### src/rtl/ace_pkg.sv
// Shared ACE snoop types: snoop encodings, CR response layout, cache update ops, responder states.
package ace_pkg;

    // ACSNOOP encodings handled (or explicitly recognised) by the responder.
    typedef enum logic [3:0] {
        ACS_READ_ONCE             = 4'b0000,
        ACS_READ_SHARED           = 4'b0001,
        ACS_READ_CLEAN            = 4'b0010,
        ACS_READ_NOT_SHARED_DIRTY = 4'b0011,
        ACS_READ_UNIQUE           = 4'b0111,
        ACS_CLEAN_SHARED          = 4'b1000,
        ACS_CLEAN_INVALID         = 4'b1001,
        ACS_MAKE_INVALID          = 4'b1101,
        ACS_DVM_COMPLETE          = 4'b1110,
        ACS_DVM_MESSAGE           = 4'b1111
    } acsnoop_e;

    // CRRESP, MSB first: {WasUnique, IsShared, PassDirty, Error, DataTransfer}.
    typedef struct packed {
        logic was_unique;
        logic is_shared;
        logic pass_dirty;
        logic error;
        logic data_transfer;
    } cr_resp_t;

    // Local cache line state change requested after a snoop.
    typedef enum logic [1:0] {
        UPD_NONE         = 2'd0,
        UPD_CLEAN_SHARED = 2'd1,
        UPD_CLEAR_DIRTY  = 2'd2,
        UPD_INVALIDATE   = 2'd3
    } upd_op_e;

    typedef enum logic [2:0] {
        ST_IDLE   = 3'd0,
        ST_LOOKUP = 3'd1,
        ST_WAIT   = 3'd2,
        ST_UPDATE = 3'd3,
        ST_RESP   = 3'd4
    } snoop_state_e;

endpackage

### src/rtl/ace_snoop_decode.sv
// Snoop decision table: maps (snoop type, hit, dirty, shared) to the CR response
// and the state change to apply to the local line.
//   snoop  in  4  ACSNOOP of the snoop in flight
//   hit    in  1  line present
//   dirty  in  1  line dirty
//   shared in  1  line shared
//   resp_c out    cr_resp_t response (combinational)
//   op_c   out    upd_op_e line update (combinational)
module ace_snoop_decode
    import ace_pkg::*;
(
    input  logic [3:0] snoop,
    input  logic       hit,
    input  logic       dirty,
    input  logic       shared,
    output cr_resp_t   resp_c,
    output upd_op_e    op_c
);

    // Misses and unsupported encodings (DVM included) answer all-zero with no state change.
    always_comb begin
        resp_c = '0;
        op_c   = UPD_NONE;
        if (hit) begin
            case (snoop)
                ACS_READ_ONCE: begin
                    resp_c.data_transfer = 1'b1;
                    resp_c.is_shared     = 1'b1;
                    resp_c.was_unique    = !shared;
                end
                ACS_READ_SHARED, ACS_READ_CLEAN, ACS_READ_NOT_SHARED_DIRTY: begin
                    resp_c.data_transfer = 1'b1;
                    resp_c.pass_dirty    = dirty;
                    resp_c.is_shared     = 1'b1;
                    resp_c.was_unique    = !shared;
                    op_c                 = UPD_CLEAN_SHARED;
                end
                ACS_READ_UNIQUE: begin
                    resp_c.data_transfer = 1'b1;
                    resp_c.pass_dirty    = dirty;
                    resp_c.was_unique    = !shared;
                    op_c                 = UPD_INVALIDATE;
                end
                ACS_CLEAN_INVALID: begin
                    resp_c.data_transfer = dirty;
                    resp_c.pass_dirty    = dirty;
                    resp_c.was_unique    = !shared;
                    op_c                 = UPD_INVALIDATE;
                end
                ACS_CLEAN_SHARED: begin
                    resp_c.data_transfer = dirty;
                    resp_c.pass_dirty    = dirty;
                    resp_c.is_shared     = 1'b1;
                    resp_c.was_unique    = !shared;
                    op_c                 = dirty ? UPD_CLEAR_DIRTY : UPD_NONE;
                end
                ACS_MAKE_INVALID: begin
                    resp_c.was_unique    = !shared;
                    op_c                 = UPD_INVALIDATE;
                end
                default: ;
            endcase
        end
    end

endmodule

### src/rtl/ace_snoop_responder.sv
// Cache-side ACE snoop responder: accepts one AC snoop at a time, looks the line up
// in the local cache, applies the resulting state change, then returns CR and (if
// data is transferred) the whole line on CD, lowest beat first.
//   clk, rst_n                      clock, asynchronous active-high reset
//   ac_valid_i/ac_ready_o, ac_*     snoop request channel
//   cr_valid_o/cr_ready_i, cr_resp_o snoop response channel
//   cd_valid_o/cd_ready_i, cd_*     snoop data channel
//   lookup_*                        cache tag/data lookup port
//   upd_*                           cache line state update port
module ace_snoop_responder
    import ace_pkg::*;
#(
    parameter int unsigned AddrWidth      = 64,
    parameter int unsigned DataWidth      = 64,
    parameter int unsigned WordWidth      = 64,
    parameter int unsigned CachelineWords = 4
) (
    input  logic                                clk,
    input  logic                                rst_n,
    input  logic                                ac_valid_i,
    output logic                                ac_ready_o,
    input  logic [AddrWidth-1:0]                ac_addr_i,
    input  logic [3:0]                          ac_snoop_i,
    input  logic [2:0]                          ac_prot_i,
    output logic                                cr_valid_o,
    input  logic                                cr_ready_i,
    output logic [4:0]                          cr_resp_o,
    output logic                                cd_valid_o,
    input  logic                                cd_ready_i,
    output logic [DataWidth-1:0]                cd_data_o,
    output logic                                cd_last_o,
    output logic                                lookup_req_o,
    input  logic                                lookup_gnt_i,
    output logic [AddrWidth-1:0]                lookup_addr_o,
    input  logic                                lookup_rvalid_i,
    input  logic                                lookup_hit_i,
    input  logic                                lookup_dirty_i,
    input  logic                                lookup_shared_i,
    input  logic [CachelineWords*WordWidth-1:0] lookup_data_i,
    output logic                                upd_valid_o,
    input  logic                                upd_ready_i,
    output logic [AddrWidth-1:0]                upd_addr_o,
    output logic [1:0]                          upd_op_o
);

    localparam int unsigned LineBits  = CachelineWords * WordWidth;
    localparam int unsigned LineBeats = LineBits / DataWidth;
    localparam int unsigned OffBits   = $clog2(LineBits / 8);
    localparam int unsigned BeatBits  = (LineBeats > 1) ? $clog2(LineBeats) : 1;
    localparam logic [BeatBits-1:0] LastBeat = BeatBits'(LineBeats - 1);

    snoop_state_e          state_q;
    logic [AddrWidth-1:0]  addr_q;
    logic [3:0]            snoop_q;
    cr_resp_t              resp_q;
    logic [LineBits-1:0]   line_q;
    logic [BeatBits-1:0]   beat_q;

    logic [AddrWidth-1:0]  aligned_c;
    cr_resp_t              dec_resp_c;
    upd_op_e               dec_op_c;
    logic                  resp_enter_c;
    cr_resp_t              resp_src_c;
    logic [DataWidth-1:0]  beat0_src_c;
    logic [BeatBits-1:0]   beat_nxt_c;
    logic                  cr_done_c;
    logic                  cd_done_c;
    logic                  unused_c;

    // ACPROT and the byte offset inside the line carry no meaning for a snoop.
    assign unused_c  = ^{ac_prot_i, ac_addr_i[OffBits-1:0]};
    assign aligned_c = {ac_addr_i[AddrWidth-1:OffBits], OffBits'(0)};

    // Decision is taken on the live lookup result in the rvalid cycle.
    ace_snoop_decode u_decode (
        .snoop  (snoop_q),
        .hit    (lookup_hit_i),
        .dirty  (lookup_dirty_i),
        .shared (lookup_shared_i),
        .resp_c (dec_resp_c),
        .op_c   (dec_op_c)
    );

    // Entry into RESP comes either straight from the lookup result or after the update handshake.
    always_comb begin
        resp_enter_c = 1'b0;
        resp_src_c   = resp_q;
        beat0_src_c  = line_q[DataWidth-1:0];
        if (state_q == ST_WAIT) begin
            resp_enter_c = lookup_rvalid_i && (dec_op_c == UPD_NONE);
            resp_src_c   = dec_resp_c;
            beat0_src_c  = lookup_data_i[DataWidth-1:0];
        end else if (state_q == ST_UPDATE) begin
            resp_enter_c = upd_ready_i;
        end
    end

    // CR and CD complete independently; RESP ends when both are finished this cycle or earlier.
    assign beat_nxt_c = beat_q + BeatBits'(1);
    assign cr_done_c  = !cr_valid_o || cr_ready_i;
    assign cd_done_c  = !cd_valid_o || (cd_ready_i && cd_last_o);

    // Responder FSM with registered outputs.
    always_ff @(posedge clk or posedge rst_n) begin
        if (rst_n) begin
            state_q       <= ST_IDLE;
            addr_q        <= '0;
            snoop_q       <= '0;
            resp_q        <= '0;
            line_q        <= '0;
            beat_q        <= '0;
            ac_ready_o    <= 1'b1;
            cr_valid_o    <= 1'b0;
            cr_resp_o     <= '0;
            cd_valid_o    <= 1'b0;
            cd_data_o     <= '0;
            cd_last_o     <= 1'b0;
            lookup_req_o  <= 1'b0;
            lookup_addr_o <= '0;
            upd_valid_o   <= 1'b0;
            upd_addr_o    <= '0;
            upd_op_o      <= '0;
        end else begin
            case (state_q)
                ST_IDLE: begin
                    if (ac_valid_i && ac_ready_o) begin
                        addr_q        <= aligned_c;
                        snoop_q       <= ac_snoop_i;
                        ac_ready_o    <= 1'b0;
                        lookup_req_o  <= 1'b1;
                        lookup_addr_o <= aligned_c;
                        state_q       <= ST_LOOKUP;
                    end
                end
                ST_LOOKUP: begin
                    if (lookup_gnt_i) begin
                        lookup_req_o <= 1'b0;
                        state_q      <= ST_WAIT;
                    end
                end
                ST_WAIT: begin
                    if (lookup_rvalid_i) begin
                        line_q <= lookup_data_i;
                        resp_q <= dec_resp_c;
                        if (dec_op_c != UPD_NONE) begin
                            upd_valid_o <= 1'b1;
                            upd_addr_o  <= addr_q;
                            upd_op_o    <= dec_op_c;
                            state_q     <= ST_UPDATE;
                        end else begin
                            state_q     <= ST_RESP;
                        end
                    end
                end
                ST_UPDATE: begin
                    if (upd_ready_i) begin
                        upd_valid_o <= 1'b0;
                        upd_op_o    <= '0;
                        state_q     <= ST_RESP;
                    end
                end
                ST_RESP: begin
                    if (cr_valid_o && cr_ready_i) begin
                        cr_valid_o <= 1'b0;
                        cr_resp_o  <= '0;
                    end
                    if (cd_valid_o && cd_ready_i) begin
                        if (cd_last_o) begin
                            cd_valid_o <= 1'b0;
                            cd_last_o  <= 1'b0;
                            beat_q     <= '0;
                        end else begin
                            beat_q    <= beat_nxt_c;
                            cd_data_o <= line_q[int'(beat_nxt_c) * DataWidth +: DataWidth];
                            cd_last_o <= (beat_nxt_c == LastBeat);
                        end
                    end
                    if (cr_done_c && cd_done_c) begin
                        ac_ready_o <= 1'b1;
                        state_q    <= ST_IDLE;
                    end
                end
                default: state_q <= ST_IDLE;
            endcase

            // Response launch: CR and the first CD beat rise together.
            if (resp_enter_c) begin
                cr_valid_o <= 1'b1;
                cr_resp_o  <= resp_src_c;
                cd_valid_o <= resp_src_c.data_transfer;
                cd_data_o  <= beat0_src_c;
                cd_last_o  <= resp_src_c.data_transfer && (LineBeats == 1);
                beat_q     <= '0;
            end
        end
    end

endmodule

### config.mk
export PLATFORM = sky130hd
export DESIGN_NAME = ace_snoop_responder
export DESIGN_NICKNAME = d
export VERILOG_FILES = /design/src/rtl/ace_pkg.sv /design/src/rtl/ace_snoop_decode.sv /design/src/rtl/ace_snoop_responder.sv
export SDC_FILE = /design/constraint.sdc
export NUM_CORES = 1
export LEC_CHECK = 0
export BUFFER_PORTS_ARGS = -buffer_cell sky130_fd_sc_hd__buf_2
export CORE_ASPECT_RATIO = 1.1
export CORE_MARGIN = 4
export CORE_UTILIZATION = 48
export CTS_BUF_LIST = sky130_fd_sc_hd__clkbuf_16
export DETAILED_ROUTE_END_ITERATION = 8
export PLACE_DENSITY = 0.77
export SYNTH_ARGS = -nofsm -noshare
export SYNTH_HDL_FRONTEND = slang
export SYNTH_HIERARCHICAL = 1
export SYNTH_SLANG_ARGS = --single-unit
### constraint.sdc
create_clock -name clk -period 14.3 [get_ports clk]
set_input_delay 2.145 -clock clk [delete_from_list [all_inputs] [get_ports clk]]
set_output_delay 2.145 -clock clk [all_outputs]
set_load 0.01 [all_outputs]
# Yosys cells after proc, flatten, opt, wreduce, memory -nomap -nowiden
# Index checks and enable logic that the tools add are counted.
# classes
mux	56
n_eq_ne	19
add_sub_neg	1
shift	1
reduce_logical	40
# op_table
operator	count
$mux W64	5
$shiftx A256 B9 Y64	1
$mux W1	24
$mux W3	7
$mux W5	4
$mux W2	9
$reduce_bool A2 Y1	8
$pmux W3 S5	1
$reduce_and A3 Y1	5
$eq A4 B4 Y1 const B	3
$ne A2 B2 Y1 const B	5
$reduce_or A5 Y1	2
$eq A4 B2 Y1 const B	2
$pmux W1 S2	4
$reduce_and A2 Y1	4
$reduce_or A8 Y1	1
$eq A3 B2 Y1 const B	2
$logic_and A1 B1 Y1	6
$pmux W2 S3	1
$reduce_or A3 Y1	2
$reduce_or A6 Y1	1
$reduce_and A5 Y1	1
$eq A4 B1 Y1 const B	1
$eq A4 B3 Y1 const B	1
other kinds (13)	17
# totals
output_inout_bits	205
inputBits	338
reg_bits	464
elab_cells	136

# Logic depth before layout (Yosys ltp)
# logic_depth
word_depth	9
mapped_depth	9

# By module
# Netlist, hierarchy kept.
# by_module_without_submodules
mod	area_per_inst_um2	n_inst	cells_per_inst	seq_area_each_um2
ace_snoop_responder	19890.3	1	1354	11637.4
ace_snoop_decode	137.6	1	24	0.0

# Worst setup path after synthesis
# Ideal clock, no wire load.
# synth_path
kind	in2reg
start	input lookup_dirty_i
end	register cd_data_o[10]
setup_slack_ns	10.529
path_stages	9
arrival_ns	3.645
setup_ns	0.126
cell_sequence	nor2b_1 o2111ai_1 o41ai_2 nor2_1 a32oi_1 nor2b_1 buf_6 buf_6 a221o_1
# synth_between
elab_chain_len	8
elab_cells_between_ends	11
# synth_lines
element	line	rtl
start: declaration	ace_snoop_responder.sv:37	input logic lookup_dirty_i,
$mux W2 *	ace_snoop_decode.sv:55	op_c = dirty ? UPD_CLEAR_DIRTY : UPD_NONE;
$pmux W2 S3 *	ace_snoop_decode.sv:25	case (snoop)
$mux W2 *	ace_snoop_decode.sv:24	if (hit) begin
via dec_op_c[1]	ace_snoop_responder.sv:61	upd_op_e dec_op_c;
$logic_not A2 Y1 *	ace_snoop_responder.sv:90	resp_enter_c = lookup_rvalid_i && (dec_op_c == UPD_NONE);
$logic_and A1 B1 Y1 *	ace_snoop_responder.sv:90	
$mux W1 *	ace_snoop_responder.sv:89	if (state_q == ST_WAIT) begin
$ne A2 B1 Y1 (no source line) / $reduce_bool A2 Y1 (equally long branches)	n/a	
$reduce_and A3 Y1 (no source line)	n/a	
end signal: assignment	ace_snoop_responder.sv:174	cd_data_o <= line_q[int'(beat_nxt_c) * DataWidth +: DataWidth];
end signal: assignment	ace_snoop_responder.sv:191	cd_data_o <= beat0_src_c;
end: declaration	ace_snoop_responder.sv:30	output logic [DataWidth-1:0] cd_data_o,
# Mark *: on every way through the listed nets, which the timed path passes. The rest lies on a longest branch.
# A chain may end at the register's enable or synchronous reset.

# Worst setup path after layout
# layout_path
start	input lookup_rvalid_i
end	register line_q[143]
# layout_between
elab_chain_len	1
# layout_lines
element	line	rtl
start: declaration	ace_snoop_responder.sv:35	input logic lookup_rvalid_i,
$reduce_and A2 Y1 (no source line)	n/a	
end signal: assignment	ace_snoop_responder.sv:143	line_q <= lookup_data_i;
end: declaration	ace_snoop_responder.sv:56	logic [LineBits-1:0] line_q;
# Every way passes these cells.

==> flow_summary.ini <==
[status]
status = finished clean

[cells_and_area]
syn2layout_area_growth_pct = 22.7
final_util_pct = 59.5
fillers = 3266
fin_nets = 2212
drive_gt1_share_pct = 36.0

[critical_path]
crit_fanout = 74
worstSetupPathType = primary input to register
reg2reg_depth = 5
arrival_ns = 5.47
end_kind = register
crit_required_ns = 14.74
critPathLaunchType = primary input

[route]
route.top_layer_used = met5
antenna_left = 0
dr.pass1.iters = 5
wl_met1_mm = 21.7
wl_mm = 55.0
drc = 0
dr_wl_met2_mm = 27.4
wl_met3_mm = 3.70
vias = 13800
via_per_inst = 5.53
routedWlPerCell_um = 22.0
drtIter0Drc = 774

[synthesis]
ys_seq_elements = 465
async_reset_ff_share_pct = 100
synth_cells = 1378
synth-edff-count = 0
synth.avg_cell_area_um2 = 14.5
yosysSeqAreaShare_pct = 58.1
synth_flop_cell = dfrtp_1
synth_area_leaders = dfrtp_1, mux2_1, mux4_2
ys_types = 46
yosysWarnings = 6
synthesis.area_um2 = 20000
synth_area_leader_cell = dfrtp_1
netlist.area_leader.share_pct = 58.0

[timing]
setup_viol = 0
min_period_ns = 5.03
fin_crit_sh_pct = 35.2
worst_slew_pin_slew_ns = 1.03
slew_headroom_pct = 31.1
max_freq_ghz = 0.199
hold_viol = 0
setup_slack_ns = 9.27
slew_violations = 0
fin_skew_ns = 0.0168
rsz0062_at_grt = no
fin_tns_setup_ns = 0

[power_and_ir_drop]
p_switching_uw = 1860
power_leakage_uw = 0.0116
p_total_uw = 5470
seqPwrFrac_pct = 43.4
p_comb_share_pct = 35.3
p_per_area_nw_per_um2 = 223
vdd_ir_drop_max_mv = 0.140
power.internal_uw = 3600
clkPwrFrac_pct = 21.3
swShare_pct = 34.1

[place]
pre_cts_ws_ns = 8.65
gp_congestion = 0.846
io_buffers = 524
place_hpwl_mm = 37.5

[clock_tree]
cts.reportedPaths.clkPinSlew_ns = 0.06
cts-root-buf = clkbuf_16
post_cts_resized = 0
cts_buffer_depth = 3
holdBufCountCts = 0
h-tree-depth = 2
cts-buffers-inserted = 48
clock_latency_ns = 0.57
cts_tree = built
cts_sinks = 465
postCtsSetupBuffers = 0

[grt]
track_usage_pct = 24.0
grt_antenna_before_repair = 28
grt_pass1_vias = 14700
grt_overflow = 0
grt_max_degree = 176
grt_pass1_wl_mm = 85.4

[flow_run]
cap_violations = 0

[floorplan]
die-area_um2 = 45100
core_um2 = 41300
start_util_pct = 48.5
fp.dieW_um = 203
floorplan.rows = 78
io-pin-count = 543
chipHeight_um = 222

[min_path]
min-delay-path-class = register to register
whs_path_depth = 1
[worst max-delay path: stages]
cell      delay [ns]
buf_2           0.09
nor4bb_4        0.26
buf_4           0.84
buf_4           0.85
buf_4           0.81
mux2_1          0.40
[logic make-up (layout without fill, tap and decap cells)]
kind of cell / count (synthesis) / in the layout / synth area share, %
multiplexers: 456 / 456 / 29.2
other: 2 / 39 / 0.0375
flip-flops: 465 / 465 / 58.1
AND/OR/NAND/NOR: 181 / 181 / 3.85
AO/OA/AOI/OAI: 157 / 157 / 5.77
adder cells (fa/ha/maj): 1 / 1 / 0.0625
buffers and inverters: 116 / 636 / 2.97
[placed cells by master, fill, tap and decap left out, drive strengths merged, types with 2 or more instances in the layout]
master,Yosys,final
a221o,64,64
mux2,386,386
conb,2,11
o21ai,11,11
nand3,7,7
nor3b,2,2
clkinv,0,25
mux4,64,64
or3b,2,2
nand2b,4,4
nor3,5,5
clkbuf,25,49
nor2b,8,8
nor2,4,4
and2,2,2
mux2i,6,6
diode,0,28
nand2,143,143
buf,83,544
a21oi,67,67
bufinv,0,2
dfrtp,464,464
a211oi,2,2
inv,8,15
o21a,2,2
[per-stage QoR]
stage | hold slack, ns | area [um2] | cells
6_report | 0.479 | 24600 | 2495
5_1_grt | 0.491 | 24600 | 2490
4_1_cts | 0.481 | 24500 | 2467
3_5_place_dp | 0.469 | 23100 | 2383
3_3_place_gp | 0.462 | 23100 | 2383
2_1_floorplan | 0.452 | 20100 | 1387
[worst paths after layout]
kind	startpoint	end	slack [ns]
hold / removal	line_q[93]	line_q[93]	0.48
setup reg to reg	state_q[1]	line_q[143]	10.15
max in group asynchronous	rst_n	beat_q[0]	9.91
hold reg to reg	line_q[93]	line_q[93]	0.48
setup / recovery	lookup_rvalid_i	line_q[143]	9.27
min in group asynchronous	rst_n	lookup_addr_o[38]	1.86
[cells in the mapped netlist, types with 3 or more instances]
cell        n
a221o_1    64
nand3_1     7
nor2b_1     8
dfrtp_1   464
nand2b_1    4
buf_1      17
buf_2      46
buf_4      13
clkbuf_1   25
inv_1       8
mux2_1    384
nor2_1      4
mux4_2     64
nand2_1   143
o21ai_1     8
mux2i_1     6
nor3_1      3
buf_6       7
o21ai_0     3
a21oi_1    67
[metal layers]
layer | global-route usage (%) | up-vias
met3 | 5.36 | 134
met2 | 39.7 | 522
li1 | - | 6044
met1 | 30.9 | 7095
met4 | 10.1 | 6
met5 | 0 | -
[registers in the layout, indices dropped and copies added, names as in the netlist, 3 cells and up]
register,flops
cd_data_o,64
lookup_addr_o,59
upd_addr_o,59
resp_q,5
state_q,3
snoop_q,4
line_q,256
cr_resp_o,5
[power groups by stage]
stage	sequential, uW	clock (uW)	combinational [uW]
after global placement	2340	0	1880
final	2370	1160	1930
after detailed placement	2390	0	1940
after CTS	2370	1190	1950
after global routing	2460	1250	2100
after floorplan	2370	0	1240
[cell type report]
| class | count | area [um2] | share of cell area [%] |
|---|---|---|---|
| tap | 560 | 701 | 2.85 |
| inverter | 8 | 33.8 | 0.138 |
| sequential | 465 | 11600 | 47.4 |
| clock buffer | 49 | 1230 | 4.99 |
| antenna | 28 | 70.1 | 0.285 |
| clock inverter | 35 | 205 | 0.835 |
| timing repair buffer | 544 | 2790 | 11.3 |
| multi-input combinational | 806 | 7910 | 32.2 |
(Power assumes the default switching activity.)
